### config.mk
export PLATFORM = sky130hd
export DESIGN_NAME = radix4_booth_seq_mult
export DESIGN_NICKNAME = d
export VERILOG_FILES = /design/src/rtl/radix4_booth_seq_mult.sv
export SDC_FILE = /design/constraint.sdc
export NUM_CORES = 1
export LEC_CHECK = 0
export CORE_ASPECT_RATIO = 2
export CORE_MARGIN = 4
export CORE_UTILIZATION = 49
export CTS_BUF_LIST = sky130_fd_sc_hd__clkbuf_4 sky130_fd_sc_hd__clkbuf_8 sky130_fd_sc_hd__clkbuf_16
export DETAILED_ROUTE_END_ITERATION = 10
export HOLD_SLACK_MARGIN = 0.06
export PLACE_DENSITY = 0.79
export SYNTH_ARGS = -nofsm -noshare
export SYNTH_HDL_FRONTEND = slang
export SYNTH_SLANG_ARGS = --single-unit
### constraint.sdc
create_clock -name clk -period 6.05 [get_ports clk]
set_input_delay 1.21 -clock clk [delete_from_list [all_inputs] [get_ports clk]]
set_output_delay 1.21 -clock clk [all_outputs]
set_load 0.02 [all_outputs]
### src/rtl/radix4_booth_seq_mult.sv
// Sequential radix-4 Booth multiplier: IDLE/BUSY/DONE control FSM with valid/ready on both sides.
// Each BUSY cycle adds STEPS_PER_CYCLE Booth-recoded partial products into a wide accumulator.
module radix4_booth_seq_mult #(
    parameter int WIDTH           = 8,
    parameter int STEPS_PER_CYCLE = 1,
    parameter int TAG_WIDTH       = 1,
    parameter bit CHECK_PARAM     = 1
) (
    input  logic                   clk,
    input  logic                   rst_n,
    input  logic                   flush,
    input  logic                   in_valid,
    output logic                   in_ready,
    input  logic                   in_signed,
    input  logic [WIDTH-1:0]       in_a,
    input  logic [WIDTH-1:0]       in_b,
    input  logic [TAG_WIDTH-1:0]   in_tag,
    output logic                   out_valid,
    input  logic                   out_ready,
    output logic [2*WIDTH-1:0]     out_product,
    output logic [TAG_WIDTH-1:0]   out_tag,
    output logic                   busy
);

    localparam int NDIG  = WIDTH / 2 + 1;
    localparam int EW    = WIDTH + 2;
    localparam int ACC_W = 2 * WIDTH + 4;
    localparam int CW    = $clog2(2 * NDIG + 1) + 1;

    if (CHECK_PARAM) begin : g_param_check
        if ((WIDTH < 2) || (WIDTH % 2 != 0) || (STEPS_PER_CYCLE < 1) || (STEPS_PER_CYCLE > NDIG)) begin : g_bad
            $fatal(1, "radix4_booth_seq_mult: illegal WIDTH or STEPS_PER_CYCLE");
        end
    end

    typedef enum logic [1:0] {
        IDLE = 2'd0,
        BUSY = 2'd1,
        DONE = 2'd2
    } state_t;

    state_t                 state_q;
    logic [EW-1:0]          a_q;
    logic [EW-1:0]          b_q;
    logic [ACC_W-1:0]       acc_q;
    logic [ACC_W-1:0]       acc_d;
    logic [CW-1:0]          cnt_q;
    logic [TAG_WIDTH-1:0]   tag_q;

    logic                   accept;
    logic                   last_step;
    logic [EW:0]            b_pad;
    logic [ACC_W-1:0]       a_ext;
    logic [CW-1:0]          idx;
    logic [2:0]             trip;
    logic [ACC_W-1:0]       pp;

    // Handshake: a transfer happens on any cycle where valid and ready are both high at the
    // rising edge; ready never waits on valid, and flush forces in_ready low for its cycle.
    assign in_ready  = !flush && ((state_q == IDLE) || ((state_q == DONE) && out_ready));
    assign accept    = in_valid && in_ready;
    assign last_step = (cnt_q + CW'(STEPS_PER_CYCLE)) >= CW'(NDIG);

    assign out_valid   = (state_q == DONE);
    assign busy        = (state_q == BUSY);
    assign out_product = acc_q[2*WIDTH-1:0];
    assign out_tag     = tag_q;

    // b_pad carries the implicit b[-1]=0 so digit i reads b_pad[2i+2:2i].
    assign b_pad = {b_q, 1'b0};
    assign a_ext = {{(ACC_W - EW){a_q[EW-1]}}, a_q};

    always_comb begin
        acc_d = acc_q;
        idx   = '0;
        trip  = '0;
        pp    = '0;
        for (int s = 0; s < STEPS_PER_CYCLE; s++) begin
            idx  = cnt_q + CW'(s);
            trip = 3'(b_pad >> {idx, 1'b0});
            case (trip)
                3'b001, 3'b010: pp = a_ext;
                3'b011:         pp = a_ext << 1;
                3'b100:         pp = -(a_ext << 1);
                3'b101, 3'b110: pp = -a_ext;
                default:        pp = '0;
            endcase
            if (idx < CW'(NDIG)) begin
                acc_d = acc_d + (pp << {idx, 1'b0});
            end
        end
    end

    always_ff @(posedge clk or negedge rst_n) begin
        if (!rst_n) begin
            state_q <= IDLE;
            a_q     <= '0;
            b_q     <= '0;
            acc_q   <= '0;
            cnt_q   <= '0;
            tag_q   <= '0;
        end else if (flush) begin
            state_q <= IDLE;
        end else begin
            case (state_q)
                BUSY: begin
                    acc_q <= acc_d;
                    cnt_q <= cnt_q + CW'(STEPS_PER_CYCLE);
                    if (last_step) begin
                        state_q <= DONE;
                    end
                end
                DONE: begin
                    if (out_ready) begin
                        state_q <= IDLE;
                    end
                end
                default: state_q <= IDLE;
            endcase
            // Accept overrides the IDLE/DONE transitions above; operands are only sampled here.
            if (accept) begin
                a_q     <= in_signed ? {{2{in_a[WIDTH-1]}}, in_a} : {2'b00, in_a};
                b_q     <= in_signed ? {{2{in_b[WIDTH-1]}}, in_b} : {2'b00, in_b};
                tag_q   <= in_tag;
                acc_q   <= '0;
                cnt_q   <= '0;
                state_q <= BUSY;
            end
        end
    end

endmodule
==> reports/qor.csv <==
stage,metric,value,unit
run_status,status,"finished, final reports clean",
worst_setup_path,Worst setup EP type,register,
floorplan,Die H,129.9,um
finish,design area,4199,um^2
power_and_ir_drop,Peak VDD IR,0.4528,mV
worst_setup_path,largest fanout on the critical path,9,
logic_synthesis,Syn Area/Cell,8.238,um^2
place,gp weighted congestion,0.9228,
logic_synthesis,"Async S/R FF share, synth",100.0,%
logic_synthesis,register area share after synthesis,28.87,%
logic_synthesis,Yosys top cell by area,dfrtp_1,
clocking,TritonCTS clock tree,yes,
floorplan,Core Area,7267,um^2
clocking,Sink Count,42,
drt,DR pass1 iterations,4,
clocking,number of gates resized after CTS,0,
sta,count of final setup violators,0,
sta,minimum hold slack,476.4,ps
sta,Max Clk Rate,192.1,MHz
sta,Max transition margin,20.50,%
clocking,Clock Pin Slew Worst Setup and Hold Paths,70,ps
floorplan,Initial Util,50.10,%
grt,Total GRT Usage,24.87,%
sta,Final Skew,9.943,ps
floorplan,row count,44,
worst_setup_path,WS Path Type,reg2reg,
place,Buffers on Ports,42,
floorplan,IO Pins,43,
drt,drt drc,0,
logic_synthesis,Most used DFF post-synth,dfrtp_1,
worst_setup_path,arrival time worst endpoint,5420,ps
place,DP HPWL,7.936,mm
sta,sum of negative setup slack,0,ps
min_path,Tightest Hold Check Type,reg2reg,
clocking,worst skew pair latency,290,ps
clocking,H-tree lvl count,2,
clocking,worst-case clock buffer depth,2,
finish,Syn-to-layout area delta,15.33,%
drt,WL per Instance,18.36,um
drt,final WL,10.28,mm
clocking,CTS Hold Bufs,0,
sta,final hold vios,0,
sta,RSZ-0062 raised after global routing,no,
drt,post-route ant nets,0,
grt,largest net degree at the start of global routing,43,
worst_setup_path,CP startpoint,cnt_q[0]$_DFFE_PN0P_,
logic_synthesis,Yosys reg bits,42,
sta,Period minus WS final,5206,ps
place,placed inst area,4053,um^2
worst_setup_path,crit-path max cell delay,580,ps
power_and_ir_drop,total power,2.594,mW
worst_setup_path,Crit Reg-Reg Startpoint,cnt_q[0]$_DFFE_PN0P_,
finish,"most common cell after layout, fill and taps aside",nand2_1,
place,Placed Cells,552,
grt,initial antenna violation count,0,
drt,vias per std cell,6.107,
logic_synthesis,"EDFF count, synth",0,
drt,DRT iter0 DRCs,238,
grt,vias in the first global route,3568,
grt,first-pass GRT wire length,16.80,mm
clocking,clock buffer count from CTS,5,
power_and_ir_drop,Power Density,617.7,nW/um^2
clocking,clk root buf,clkbuf_16,
min_path,hold_sp,b_q[4]$_DFFE_PN0P_,
worst_setup_path,critical path required time,6260,ps
logic_synthesis,Post-Syn Area,3641,um^2
job,max_cap viols,0,
logic_synthesis,synthesized net count,484,
sta,Slew @ Worst Pin,1190,ps
floorplan,die area,8958,um^2
finish,layout cells sized above 1,10.26,%
finish,final std cells w/o fill,560,
sta,fin crit share,86.06,%
worst_setup_path,CP max-delay cell,mux4_2,
worst_setup_path,CP Cell Sequence,mux4_2 > a21oi_2 > nor3_4 > a211oi_2 > o21ai_0 > o21a_1 > nor4_1 > ha_1 > a211oi_1 > nor2_1 > o31a_1 > o21a_1 > o211ai_1 > a21oi_1 > a31oi_1 > nor4_1 > nor3_2 > mux2i_1,
finish,most frequent cells in the layout,"71 x nand2_1, 42 x dfrtp_1, 41 x clkdlybuf4s50_1",
power_and_ir_drop,leakage power,1.851,nW
clocking,"Setup Fix Bufs, Post-CTS",0,
logic_synthesis,top area cells in the synthesized netlist,"dfrtp_1 29%, nand2_1 7.3%, ha_1 6.2%, o21ai_0 5.5%, nand3_1 3.2%",
logic_synthesis,cells after synthesis,442,
floorplan,Die X,68.96,um
logic_synthesis,post-synth top area share,28.87,%
finish,Final Net Count,509,
logic_synthesis,Synth cell types,73,
sta,Slew Limit Fails,0,
logic_synthesis,Synth Warn #,0,
drt,vias,3420,
finish,antenna diode count,0,
worst_setup_path,CP Launch Type,register,
grt,grt ovf,0,
## power by group
part           internal [mW]  total (mW)  switching (mW)  leakage, nW
clock network          0.153       0.271           0.118       0.0698
logic                  0.789        1.84            1.06         1.23
registers              0.363       0.478           0.115        0.546
## through the flow
stage | utilization, % | setup WS (ps)
final | 57.78 | 843.6
after detailed placement | 55.77 | 943.3
after floorplan | - | 1829
after CTS | 57.78 | 845.0
after global placement | 55.77 | 1002
after global routing | 57.78 | 553.4
## worst max-delay path, delay by kind of cell, from the launching register on
| family | cells | cell delay [ps] |
|---|---|---|
| mux | 2 | 770 |
| simple gates | 5 | 940 |
| flops | 1 | 570 |
| compound gates | 10 | 2510 |
| fa+ha+maj | 1 | 360 |
## routing by layer
metal  vias to the layer above  global-route usage [%]  wire length, um
met4                         0                   16.44              626
met2                        91                   45.89             5786
met1                      1645                   24.21             3510
li1                       1647                       -                -
met3                        37                   3.531              359
met5                         -                       0                0
## state kept, by name (all words and copies together), names as in the netlist
signal	flops
a_q	9
state_q	2
acc_q	16
out_tag	1
cnt_q	5
b_q	9
## cells by family after synthesis
logic type               after synthesis  synth area share (%)
flip-flops                            42                 28.87
AND/OR/NAND/NOR                      174                 24.36
AO/OA/AOI/OAI                        132                 25.50
buffers and inverters                 43                 5.739
multiplexers                          13                 4.192
XOR/XNOR                              18                 4.330
adder cells (fa/ha/maj)               20                 7.010
## final timing paths
check / endpoint / slack [ps] / cells after the start
setup / recovery: acc_q[15]$_DFFE_PN0P_ / 840 / 18
hold / removal: b_q[4]$_DFFE_PN0P_ / 480 / 2
setup reg to reg: acc_q[15]$_DFFE_PN0P_ / 840 / 18
hold reg to reg: b_q[4]$_DFFE_PN0P_ / 480 / 2
max in group asynchronous: a_q[0]$_DFFE_PN0P_ / 4370 / 1
min in group asynchronous: acc_q[12]$_DFFE_PN0P_ / 1080 / 1
## synth_stat cells (all sizes together), types with 7 or more instances
master  count
a211oi      9
a21o        8
a21oi      19
buf        12
clkbuf     17
dfrtp      42
ha         18
inv        13
mux2i       7
nand2      71
nand3      23
nor2       26
nor3       15
o21a        9
o21ai      42
o31ai       8
xnor2       8
xor2       10
## final cells by class
class	instances	area, um^2
Inverter	14	52.55
Tap cell	92	115.1
Multi-Input combinational cell	357	2381
Timing Repair Buffer	47	452.9
Clock inverter	3	21.27
Clock buffer	5	125.1
Fill cell	702	3068
Sequential cell	42	1051
Power figures use the tool's default switching activity.
